### src/rtl/simon_pkg.sv
// Shared state encoding, colour type and LFSR step function
// for the Simon round controller.
package simon_pkg;

   typedef enum logic [3:0] {
      IDLE         = 4'd0,
      GEN          = 4'd1,
      PLAY_ON      = 4'd2,
      PLAY_OFF     = 4'd3,
      WAIT_PRESS   = 4'd4,
      WAIT_RELEASE = 4'd5,
      CHECK        = 4'd6,
      OVER         = 4'd7,
      WIN          = 4'd8
   } state_t;

   typedef logic [1:0] colour_t;

   // Fibonacci step: taps 7,5,4,3, shifting toward the MSB.
   function automatic logic [7:0] lfsr_step(input logic [7:0] q);
      logic fb;
      fb = q[7] ^ q[5] ^ q[4] ^ q[3];
      return {q[6:0], fb};
   endfunction

endpackage

### src/rtl/simon_lfsr8.sv
// 8-bit colour source for the Simon game. Only advances when
// asked to, so the stream carries on across games.
module simon_lfsr8 #(
   parameter logic [7:0] SEED = 8'hA5
) (
   input  logic       clk,
   input  logic       reset,
   input  logic       i_step,
   output logic [7:0] o_state
);
   import simon_pkg::*;

   logic [7:0] r_q;

   // Reload the seed on reset, otherwise step when enabled.
   always_ff @(posedge clk) begin
      if (reset) begin
         r_q <= SEED;
      end else if (i_step) begin
         r_q <= lfsr_step(r_q);
      end
   end

   assign o_state = r_q;

endmodule

### src/rtl/simon_round_ctrl.sv
// Simon round controller: grows the colour sequence, plays it
// back with timed pulses and checks the player's answers.
module simon_round_ctrl #(
   parameter int         MAX_LEN       = 16,
   parameter int         ON_TICKS      = 30,
   parameter int         OFF_TICKS     = 15,
   parameter int         TIMEOUT_TICKS = 300,
   parameter logic [7:0] SEED          = 8'hA5
) (
   input  logic       clk,
   input  logic       reset,
   input  logic       start,
   input  logic [1:0] player_num,
   input  logic       player_pressed,
   output logic       simon_turn,
   output logic [1:0] simon_num,
   output logic       simon_pressed,
   output logic [4:0] round_len,
   output logic       game_over,
   output logic       win
);
   import simon_pkg::*;

   localparam int IW = (MAX_LEN > 1) ? $clog2(MAX_LEN) : 1;

   localparam logic [15:0] L_ON_LAST  = 16'(ON_TICKS - 1);
   localparam logic [15:0] L_OFF_LAST = 16'(OFF_TICKS - 1);
   localparam logic [15:0] L_TO_LAST  = 16'(TIMEOUT_TICKS - 1);
   localparam logic [4:0]  L_MAX      = 5'(MAX_LEN);

   state_t      r_state;
   logic [4:0]  r_len;
   logic [4:0]  r_idx;
   logic [15:0] r_tick;
   colour_t     r_cap;
   colour_t     r_seq [MAX_LEN];
   logic        r_turn;
   logic        r_pressed;
   colour_t     r_num;
   logic        r_over;
   logic        r_win;

   logic [7:0]  w_lfsr_q;
   logic [7:0]  w_lfsr_nx;
   logic [5:0]  w_lfsr_unused;
   colour_t     w_new_col;
   logic [4:0]  w_idx_inc;
   logic        w_last;
   colour_t     w_seq_cur;
   colour_t     w_seq_nxt;
   logic        w_match;

   simon_lfsr8 #(
      .SEED (SEED)
   ) u_lfsr (
      .clk     (clk),
      .reset   (reset),
      .i_step  (r_state == GEN),
      .o_state (w_lfsr_q)
   );

   // New colour is the low pair of the value the LFSR steps to.
   assign w_lfsr_nx     = lfsr_step(w_lfsr_q);
   assign w_new_col     = w_lfsr_nx[1:0];
   assign w_lfsr_unused = w_lfsr_nx[7:2];

   assign w_idx_inc = r_idx + 5'd1;
   assign w_last    = (r_idx == r_len - 5'd1);
   assign w_seq_cur = r_seq[r_idx[IW-1:0]];
   assign w_seq_nxt = r_seq[w_idx_inc[IW-1:0]];
   assign w_match   = (r_cap == w_seq_cur);

   // Round FSM; outputs are loaded for the state being entered.
   always_ff @(posedge clk) begin
      if (reset) begin
         r_state   <= IDLE;
         r_len     <= 5'd0;
         r_idx     <= 5'd0;
         r_tick    <= 16'd0;
         r_cap     <= 2'd0;
         r_turn    <= 1'b0;
         r_pressed <= 1'b0;
         r_num     <= 2'd0;
         r_over    <= 1'b0;
         r_win     <= 1'b0;
      end else begin
         case (r_state)
            IDLE: begin
               if (start) begin
                  r_state <= GEN;
                  r_turn  <= 1'b1;
               end
            end

            GEN: begin
               r_seq[r_len[IW-1:0]] <= w_new_col;
               r_len     <= r_len + 5'd1;
               r_idx     <= 5'd0;
               r_tick    <= 16'd0;
               r_state   <= PLAY_ON;
               r_pressed <= 1'b1;
               r_num     <= (r_len == 5'd0) ? w_new_col : r_seq[0];
            end

            PLAY_ON: begin
               if (r_tick == L_ON_LAST) begin
                  r_tick    <= 16'd0;
                  r_state   <= PLAY_OFF;
                  r_pressed <= 1'b0;
               end else begin
                  r_tick <= r_tick + 16'd1;
               end
            end

            PLAY_OFF: begin
               if (r_tick == L_OFF_LAST) begin
                  r_tick <= 16'd0;
                  if (w_last) begin
                     r_idx   <= 5'd0;
                     r_state <= WAIT_PRESS;
                     r_turn  <= 1'b0;
                  end else begin
                     r_idx     <= w_idx_inc;
                     r_state   <= PLAY_ON;
                     r_pressed <= 1'b1;
                     r_num     <= w_seq_nxt;
                  end
               end else begin
                  r_tick <= r_tick + 16'd1;
               end
            end

            WAIT_PRESS: begin
               if (player_pressed) begin
                  r_cap   <= player_num;
                  r_tick  <= 16'd0;
                  r_state <= WAIT_RELEASE;
               end else if (r_tick == L_TO_LAST) begin
                  r_state <= OVER;
                  r_over  <= 1'b1;
               end else begin
                  r_tick <= r_tick + 16'd1;
               end
            end

            WAIT_RELEASE: begin
               if (!player_pressed) begin
                  r_state <= CHECK;
               end
            end

            CHECK: begin
               if (!w_match) begin
                  r_state <= OVER;
                  r_over  <= 1'b1;
               end else if (!w_last) begin
                  r_idx   <= w_idx_inc;
                  r_tick  <= 16'd0;
                  r_state <= WAIT_PRESS;
               end else if (r_len == L_MAX) begin
                  r_state <= WIN;
                  r_win   <= 1'b1;
               end else begin
                  r_state <= GEN;
                  r_turn  <= 1'b1;
               end
            end

            OVER, WIN: begin
               if (start) begin
                  r_len   <= 5'd0;
                  r_state <= GEN;
                  r_turn  <= 1'b1;
                  r_over  <= 1'b0;
                  r_win   <= 1'b0;
               end
            end

            default: begin
               r_state   <= IDLE;
               r_len     <= 5'd0;
               r_idx     <= 5'd0;
               r_tick    <= 16'd0;
               r_turn    <= 1'b0;
               r_pressed <= 1'b0;
               r_over    <= 1'b0;
               r_win     <= 1'b0;
            end
         endcase
      end
   end

   assign simon_turn    = r_turn;
   assign simon_num     = r_num;
   assign simon_pressed = r_pressed;
   assign round_len     = r_len;
   assign game_over     = r_over;
   assign win           = r_win;

endmodule

### config.mk
export PLATFORM = sky130hd
export DESIGN_NAME = simon_round_ctrl
export DESIGN_NICKNAME = d
export VERILOG_FILES = /design/src/rtl/simon_pkg.sv /design/src/rtl/simon_lfsr8.sv /design/src/rtl/simon_round_ctrl.sv
export SDC_FILE = /design/constraint.sdc
export NUM_CORES = 1
export LEC_CHECK = 0
export CORE_MARGIN = 2
export CORE_UTILIZATION = 55
export DETAILED_ROUTE_END_ITERATION = 8
export PLACE_DENSITY = 0.76
export SYNTH_ARGS = -nofsm -noshare
export SYNTH_HDL_FRONTEND = slang
export SYNTH_HIERARCHICAL = 1
export SYNTH_SLANG_ARGS = --single-unit
### constraint.sdc
create_clock -name clk -period 2.4 [get_ports clk]
set_input_delay 0.48 -clock clk [delete_from_list [all_inputs] [get_ports clk]]
set_output_delay 0.48 -clock clk [all_outputs]
set_load 0.01 [all_outputs]
# After elaboration in Yosys (flattened, before gate mapping)

Memories as Yosys holds them, arrays and structs flattened. A register that Yosys moved wholly into a read port is not among the register bits.
Index checks and enable logic that the tools add are counted.
Widths: inputs -> output; s select.

Bits in registers: 46
RAM bits: 32
Logic and storage cells: 133
Memories kept: 1

Memories:

| name  | words | bits a word | read ports | clocked after Yosys merged registers in | write ports | RTL line               | source |
|---|---|---|---|---|---|---|---|
| r_seq | 16    | 2           | 3          | 1                                       | 1           | simon_round_ctrl.sv:36 | `colour_t r_seq [MAX_LEN];` |

Add/subtract/negate cells: 4
Eq/ne operators: 31
Muxes and demuxes: 54
Bitwise gates (word level): 10
Reductions and logical operators: 22

Operators by type and width:

| operator              | count |
|---|---|
| $mux 16               | 6 |
| $pmux 16 s5           | 1 |
| $mux 4                | 11 |
| $pmux 5 s3            | 2 |
| $ne 2x2->1 const B    | 14 |
| $pmux 4 s7            | 1 |
| $mux 5                | 5 |
| $reduce_or 6->1       | 4 |
| $mux 1                | 19 |
| $add 16x1->16 const B | 1 |
| $eq 16x4->1 const B   | 1 |
| $eq 16x5->1 const B   | 1 |
| $eq 16x9->1 const B   | 1 |
| $eq 4x3->1 const B    | 4 |
| $reduce_and 5->1      | 3 |
| $pmux 1 s4            | 3 |
| $reduce_and 4->1      | 3 |
| $add 5x1->5 const B   | 2 |
| $eq 4x2->1 const B    | 2 |
| $reduce_or 4->1       | 2 |
| $not 1->1             | 7 |
| $reduce_and 7->1      | 1 |
| $mux 2                | 3 |
| $ne 3x3->1 const B    | 2 |
| 19 further kinds      | 22 |

# Logic depth before layout (Yosys ltp)

Gate-level depths: netlist (run 1).

Depth in word-level cells: 7
Gate-level depth with buffers: 10
Gate-level depth less buffers: 9

# Hierarchy

Netlist (run 1), hierarchy kept.

By module, submodules not included:

| module           | times used | cells an instance | area each (µm²) | sequential area each (µm²) |
|---|---|---|---|---|
| simon_round_ctrl | 1          | 438               | 4314.1          | 1801.7 |
| simon_lfsr8      | 1          | 29                | 302.8           | 160.2 |

# Worst setup path after synthesis (run 1)

OpenSTA, ideal clock, no wires.

Path type: register to register
From: register r_len[0] (netlist: round_len[0])
To: register with a tool-made name
Arrival time: 2.425 ns
Slack: -0.119 ns
Stages on the path, launching flop included: 11
Path through: dfxtp_1 inv_1 ha_1 xnor2_1 o2bb2ai_1 a2111o_1 and4b_1 o21ba_1 buf_6 o21a_1 o32ai_2

RTL lines:

| item                   | RTL line               | source |
|---|---|---|
| start, declared        | simon_round_ctrl.sv:32 | `logic [4:0] r_len;` |
| start signal, assigned | simon_round_ctrl.sv:97 | `r_len <= r_len + 5'd1;` |

==> key figures, run 1 <==
Place
  – RD Place Congestion: 0.953
  – IO Port Bufs: 16
  – DP Area: 5050 um2
  – Hpwl dp: 7790 um

GRT
  – Number of global-route vias before repair: 3684
  – Initial antenna violation count: 0
  – Largest net degree at the start of global routing: 38
  – Tot GR Track Use: 0.258
  – GR Overflow Total: 0
  – First-pass GRT wire length: 18100 um

Critical path
  – Setup crit end kind: register
  – CP top delay family: simple AND/OR/NAND/NOR gates
  – Worst EP required: between 2 and 3 ns
  – WP buf/inv: 2
  – FF-to-FF path depth: 9
  – CP Launch Type: register
  – Worst path max stage delay: 0.51 ns
  – CP cell instances: clkbuf_16, mux2i_1, mux4_2, xor2_2, and4b_2, o21bai_4, buf_6, or3b_4, a21oi_2
  – Slowest CP cell: mux4_2
  – Setup Crit Path Kind: register to register
  – Register-to-register setup slack: 0.007 ns
  – Reg2reg end: r_tick[1]
  – Max Fanout on Critical Path: 8
  – Crit path DAT: 2.70 ns

Worst hold path
  – Worst Min Path Start: game_over
  – Hold Path Class: register to register
  – Hold depth: 2
  – Hold Crit Endpoint: game_over

STA
  – Hold Fails Final Rpt: 0
  – Setup violators final: 0
  – Rel. slew slack: 0.514
  – Clock Skews: 0.0124 ns
  – Worst slew pin tran: 0.728 ns
  – Fmax: 418 MHz
  – Max Transition Viols Final: 0
  – Final critical-path required period: 2.39 ns
  – Period utilization: 0.997
  – RSZ-0062 raised after global routing: true

Drt
  – DR iter-0 viols: 208
  – DRC viols: 0
  – DRT Pass-1 Iters: 5
  – Via count: 3839
  – Total wire length: 11200 um
  – Drt wl/cell: 17.9 um
  – Antenna viol nets, final: 0
  – Via-to-Cell Ratio: roughly 6.1

Die
  – DIE AREA: 9140 um2
  – Starting Density: 0.565
  – Row count: 33
  – Core ar.: 8180 um2
  – Die boundary width: about 96 um
  – Io pins: 17
  – Chip height: ~96 um

Logic synthesis
  – Yosys reg bits: approximately 80
  – Post-synthesis cell count: 467
  – Synthesized Nets: 482
  – Sequential fraction of the synthesis area: 0.425
  – FFs w/ async S/R, synth: 0
  – Post-synth EDFFs: 32
  – Count leader, synth: dfxtp_1
  – Post-synth top area cell: dfxtp_1
  – Area contributors post-synth: dfxtp_1, edfxtp_1, mux4_2
  – Post-synthesis cell type count: 59
  – Synth warnings: 6
  – Cell types with the highest counts after synthesis: dfxtp_1, nand2_1, nor2_1
  – Post-synth top flop: dfxtp_1
  – Post-synthesis cell area: 4620 um2
  – Post-synth top area share: 0.217
  – Mean Syn Cell Area: about 9.9 um2

Power
  – Peak supply drop: 0.000700 V
  – PD cells: 898 nW/um2
  – Lkg Pwr: 1.93 nW
  – Total power: around 0.005 W

Finish
  – Layout cells sized above 1: 0.194
  – Seq. cell area: between 1500 and 2000 um2
  – Area of the multi-input gates: 2560 um2
  – Ant. Diodes: 0
  – Fillers: 640
  – Synthesis-to-layout area growth: 19.5%
  – Post-route cell area: 5520 um2
  – Nets: 531

Clock tree
  – # H-tree levels: 3
  – CTS root buf: clkbuf_8
  – Clock latency on the worst-skew pair: 0.37 ns
  – Max clock buf depth: 2
  – Clock slew at reported path FFs: 0.09 ns
  – CTS Sinks: a little over 80
  – CTS tree: done
  – Total CTS buffers: 9

Flow run
  – Max Cap Viol: 0

Outcome
  – Status: finished, final reports clean
-- tightest hold or removal path, delay by kind of cell (launching register included) --
kind	cells	cell delay (ns)
buffers and inverters	1	0.05
flip-flops	1	0.32
AO/OA/AOI/OAI	1	0.05
-- repair_timing --
| action | CTS | global route |
|---|---|---|
| setup buffers | 4 | 8 |
| setup endpoints to repair | 5 | 30 |
| hold buffers | 0 | 0 |
| resized for setup | 4 | 20 |
| gates cloned | 0 | 2 |
| pin swaps | 2 | 13 |
-- placed cells by master, fill, tap and decap left out, types with 14 or more instances in the layout --
| cell | instances |
|---|---|
| and2_1 | 22 |
| a21oi_1 | 27 |
| nand2_1 | 41 |
| mux4_2 | 14 |
| nor2_1 | 34 |
| nor3_1 | 16 |
| buf_4 | 38 |
| inv_1 | 14 |
| mux2i_1 | 30 |
| dfxtp_1 | 46 |
| o21ai_1 | 15 |
| clkdlybuf4s50_1 | 16 |
| edfxtp_1 | 32 |
| nand3_1 | 14 |
-- per-layer routing --
metal	wire length (um)	up-vias	GRT usage
li1	-	1806	-
met1	4890	1836	0.352
met2	5310	162	0.411
met3	715	35	0.0506
met4	254	0	0.0881
met5	0	-	0
-- layout make-up --
type | count | share of cell area
Inverter | 14 | 0.00953
Multi-Input combinational cell | 347 | 0.464
Clock buffer | 9 | 0.0225
Clock inverter | 7 | 0.0170
Sequential cell | 82 | 0.358
Tap cell | 105 | 0.0238
Timing Repair Buffer | 62 | 0.105
-- how the worst max path moves through the flow --
stage	start	end	depth (start not counted)	slack [ns]
3_5_place_dp	round_len[1]	r_tick[1]	9	-0.03
2_1_floorplan	r_idx[0]	simon_num[1]	8	0.01
5_1_grt	register	r_tick[1]	9	-0.06
3_3_place_gp	r_tick[12]	r_tick[1]	7	0.008
6_report	register	r_tick[1]	9	0.007
4_1_cts	register	r_tick[1]	9	0.002
-- state kept, by name, summed over array words and instances, names as in the netlist, named ones only --
| signal | count |
|---|---|
| r_state | 4 |
| simon_num | 2 |
| round_len | 5 |
| simon_turn | 1 |
| r_idx | 5 |
| r_tick | 16 |
| r_seq | 32 |
| game_over | 1 |
| r_cap | 2 |
| u_lfsr/o_state | 8 |
| simon_pressed | 1 |
| win | 1 |
-- through the flow --
stage / setup slack (ns) / setup TNS [ns] / utilization / hold WS, ns / std cells
floorplan: 0.0122 / 0 / - / 0.440 / 467
global placement: 0.00838 / 0 / 0.618 / 0.438 / 596
detailed placement: -0.0321 / -0.0659 / 0.618 / 0.456 / 596
CTS: 0.00231 / 0 / 0.649 / 0.471 / 616
global route: -0.0591 / -0.234 / 0.675 / 0.492 / 626
finish: 0.00689 / 0 / 0.675 / 0.461 / 626
-- where the power goes --
part           internal, W  leakage (nW)  switching (W)
Clock             0.000583         0.103       0.000526
Combinational     0.000926          1.13        0.00105
Sequential         0.00171         0.693       0.000161
-- cell families after synthesis --
| logic type | Yosys count | synth area share |
|---|---|---|
| XOR/XNOR | 21 | 0.0398 |
| multiplexers | 44 | 0.133 |
| buffers and inverters | 38 | 0.0404 |
| AND/OR/NAND/NOR | 176 | 0.195 |
| adder cells (fa/ha/maj) | 9 | 0.0244 |
| AO/OA/AOI/OAI | 97 | 0.142 |
| flip-flops | 82 | 0.425 |
No activity file was read; power rests on OpenSTA's default activity.
==> inputs of run 2 (changes only) <==
--- a/config.mk
+++ b/config.mk
@@ -8,7 +8,8 @@
 export CORE_MARGIN = 2
 export CORE_UTILIZATION = 55
 export DETAILED_ROUTE_END_ITERATION = 8
-export PLACE_DENSITY = 0.76
+export DONT_BUFFER_PORTS = 1
+export PLACE_DENSITY = 0.73
 export SYNTH_ARGS = -nofsm -noshare
 export SYNTH_HDL_FRONTEND = slang
 export SYNTH_HIERARCHICAL = 1
==> key figures, run 2 (synthesized netlist as in run 1, its figures left out) <==
Power
  – Total power: 0.00454 W (-8.3%)
  – PD cells: 884 nW/um2 (-1.6%)
  – Peak supply drop: 0.000796 V (+14%)
  – Lkg Pwr: 1.78 nW (-7.8%)

Finish
  – Max reg flops: 32 (unchanged)
  – Layout cells sized above 1: 0.168 (-0.0262)
  – Synthesis-to-layout area growth: 11.4%
  – Commonest non-fill, non-tap cell in the layout: dfxtp_1
  – Seq. cell area: 1970 um2 (-0.38%)
  – Fillers: 652 (+1.9%)
  – Commonest cells after routing, fill and taps aside: dfxtp_1, nand2_1, nor2_1, buf_4, edfxtp_1
  – Ant. Diodes: 0 (unchanged)
  – Non-Filler Instances: 600 (-4.2%)
  – Area of the multi-input gates: 2510 um2 (-1.9%)
  – Nets: 505 (-4.9%)

Place
  – RD Place Congestion: 0.944 (-0.99%)
  – IO Port Bufs: 0 (-16)
  – Hpwl dp: 7530 um (-3.3%)
  – Placed insts: 583 (-2.2%)

STA
  – Hold Fails Final Rpt: 0 (unchanged)
  – Hold slack: 0.158 ns (-0.303 ns)
  – RSZ-0062 raised after global routing: true
  – Worst slew pin tran: 0.637 ns (-0.0910 ns)
  – Max Transition Viols Final: 0 (unchanged)
  – Clock Skews: 0.0146 ns (+0.00217 ns)
  – Period utilization: 0.976 (-0.0213)
  – Fmax: 427 MHz (+2.2%)
  – Setup violators final: 0 (unchanged)
  – Rel. slew slack: 0.571 (+0.0568)
  – Final critical-path required period: 2.34 ns (-0.0511 ns)

Critical path
  – Setup Crit Path Kind: register to register
  – FF-to-FF path depth: 9 (unchanged)
  – Register-to-register setup slack: 0.06 ns (+0.05 ns)
  – CP Launch Type: register
  – Worst EP required: 2.67 ns (-0.03 ns)
  – Max Fanout on Critical Path: 6 (-2)
  – Worst path max stage delay: 0.43 ns (-0.08 ns)
  – Reg2reg start: round_len[0]
  – CP cell instances: inv_1, ha_4, and3_1, o2bb2ai_1, a2111o_1, and4b_1, o21ba_2, o21a_1, o32ai_2
  – Slowest CP cell: a2111o_1
  – WP buf/inv: 1 (-1)
  – Crit path DAT: 2.62 ns (-0.08 ns)
  – Setup crit end kind: register
  – CP top delay family: compound AO/OA/AOI/OAI gates

GRT
  – Largest net degree at the start of global routing: 39 (+2.6%)
  – GR Overflow Total: 0 (unchanged)
  – First-pass GRT wire length: 17300 um (-4.3%)
  – Initial antenna violation count: 0 (unchanged)
  – Tot GR Track Use: 0.248 (-0.0101)
  – Number of global-route vias before repair: 3517 (-4.5%)

Clock tree
  – Clock slew at reported path FFs: 0.11 ns (+0.02 ns)
  – Max clock buf depth: 2 (unchanged)
  – Total CTS buffers: 9 (unchanged)
  – CTS tree: done
  – Clock latency on the worst-skew pair: 0.38 ns (about the same)
  – CTS root buf: clkbuf_8
  – # H-tree levels: 3 (unchanged)
  – CTS Sinks: 82 (unchanged)
  – Hold_buf cts: 0 (unchanged)

Outcome
  – Status: finished, final reports clean

Drt
  – Total wire length: 10600 um (-5.0%)
  – Via-to-Cell Ratio: 6.09 (-0.64%)
  – DR iter-0 viols: 253 (+22%)
  – Antenna viol nets, final: 0 (unchanged)
  – DRC viols: 0 (unchanged)
  – DRT Pass-1 Iters: 6 (+1)
  – Via count: 3656 (-4.8%)
  – Drt wl/cell: 17.7 um (-0.90%)

Worst hold path
  – Hold Path Class: input pin to register
  – Worst Min Path Start: reset
  – Hold depth: 1 (-1)
  – Hold Crit Endpoint: u_lfsr/o_state[1]

Die
  – Starting Density: 0.565 (unchanged)
  – DIE AREA: 9140 um2 (unchanged)
  – Die boundary width: 95.6 um (unchanged)
  – Io pins: 17 (unchanged)
  – Row count: 33 (unchanged)
  – Core ar.: 8180 um2 (unchanged)
  – Chip height: 95.6 um (unchanged)

Flow run
  – Max Cap Viol: 0 (unchanged)
run 2: cell count changes in the layout (fill, tap and decap cells not counted), moves of 2 or more:
cell             before  now
buf_4                38   34
buf_6                 4    1
bufinv_16             2    0
clkbuf_16             2    0
clkdlybuf4s50_1      16    0
clkinv_4              2    0
dfxtp_1              46   48
dfxtp_4               3    1
inv_6                 0    4
nor4_2                0    2
xor2_1                8   11
xor2_2                3    0
run 2: worst max path at each step:
stage	start	to	slack (ns)	cells after the start
floorplan	r_idx[0]	simon_num[1]	0.01	8
global placement	round_len[0]	register	0.07	9
detailed placement	round_len[0]	r_idx[2]	-0.04	9
CTS	round_len[0]	r_idx[2]	0.007	9
global route	round_len[1]	register	-0.03	9
finish	round_len[0]	register	0.06	9
run 2: where the power goes:
part	leakage, nW	internal (W)	switching (W)	total, W
clock network	0.0959	0.000407	0.000602	0.00101
registers	0.692	0.00171	0.000155	0.00187
logic	0.992	0.000689	0.000979	0.00167
run 2: worst register-to-register path, delay by kind of cell, from the launching register on:
kind                     cells  cell delay (ns)
flip-flops                   1             0.35
AND/OR/NAND/NOR              2             0.43
adder cells (fa/ha/maj)      1             0.17
buffers and inverters        1             0.13
AO/OA/AOI/OAI                5             1.16
run 2: metal layers:
metal / global-route usage / wire [um]
met1: 0.317 / 4620
met2: 0.416 / 5240
met3: 0.0545 / 597
met4: 0.0833 / 157
met5: 0 / 0
run 2: final cells by class:
cell class                 instances  area share
timing repair buffer              36      0.0557
multi-input combinational        347       0.488
clock inverter                     7      0.0136
tap                              105      0.0255
clock buffer                       9      0.0241
inverter                          14      0.0102
sequential                        82       0.382
run 2: metrics by stage:
stage | setup WS [ns] | instance area [um2] | utilization | setup TNS [ns]
floorplan | 0.0122 | 4620 | - | 0
global placement | 0.0691 | 4900 | 0.599 | 0
detailed placement | -0.0366 | 4900 | 0.599 | -0.0741
CTS | 0.00685 | 5100 | 0.624 | 0
global route | -0.0322 | 5140 | 0.629 | -0.107
finish | 0.0579 | 5140 | 0.629 | 0
run 2: repair_timing:
action                                 4_1_cts  5_1_grt
endpoints found under the hold margin        0        0
resized for setup                            2        6
setup endpoints to repair                    3       25
setup buffers                                1        0
pin swaps                                    1        4
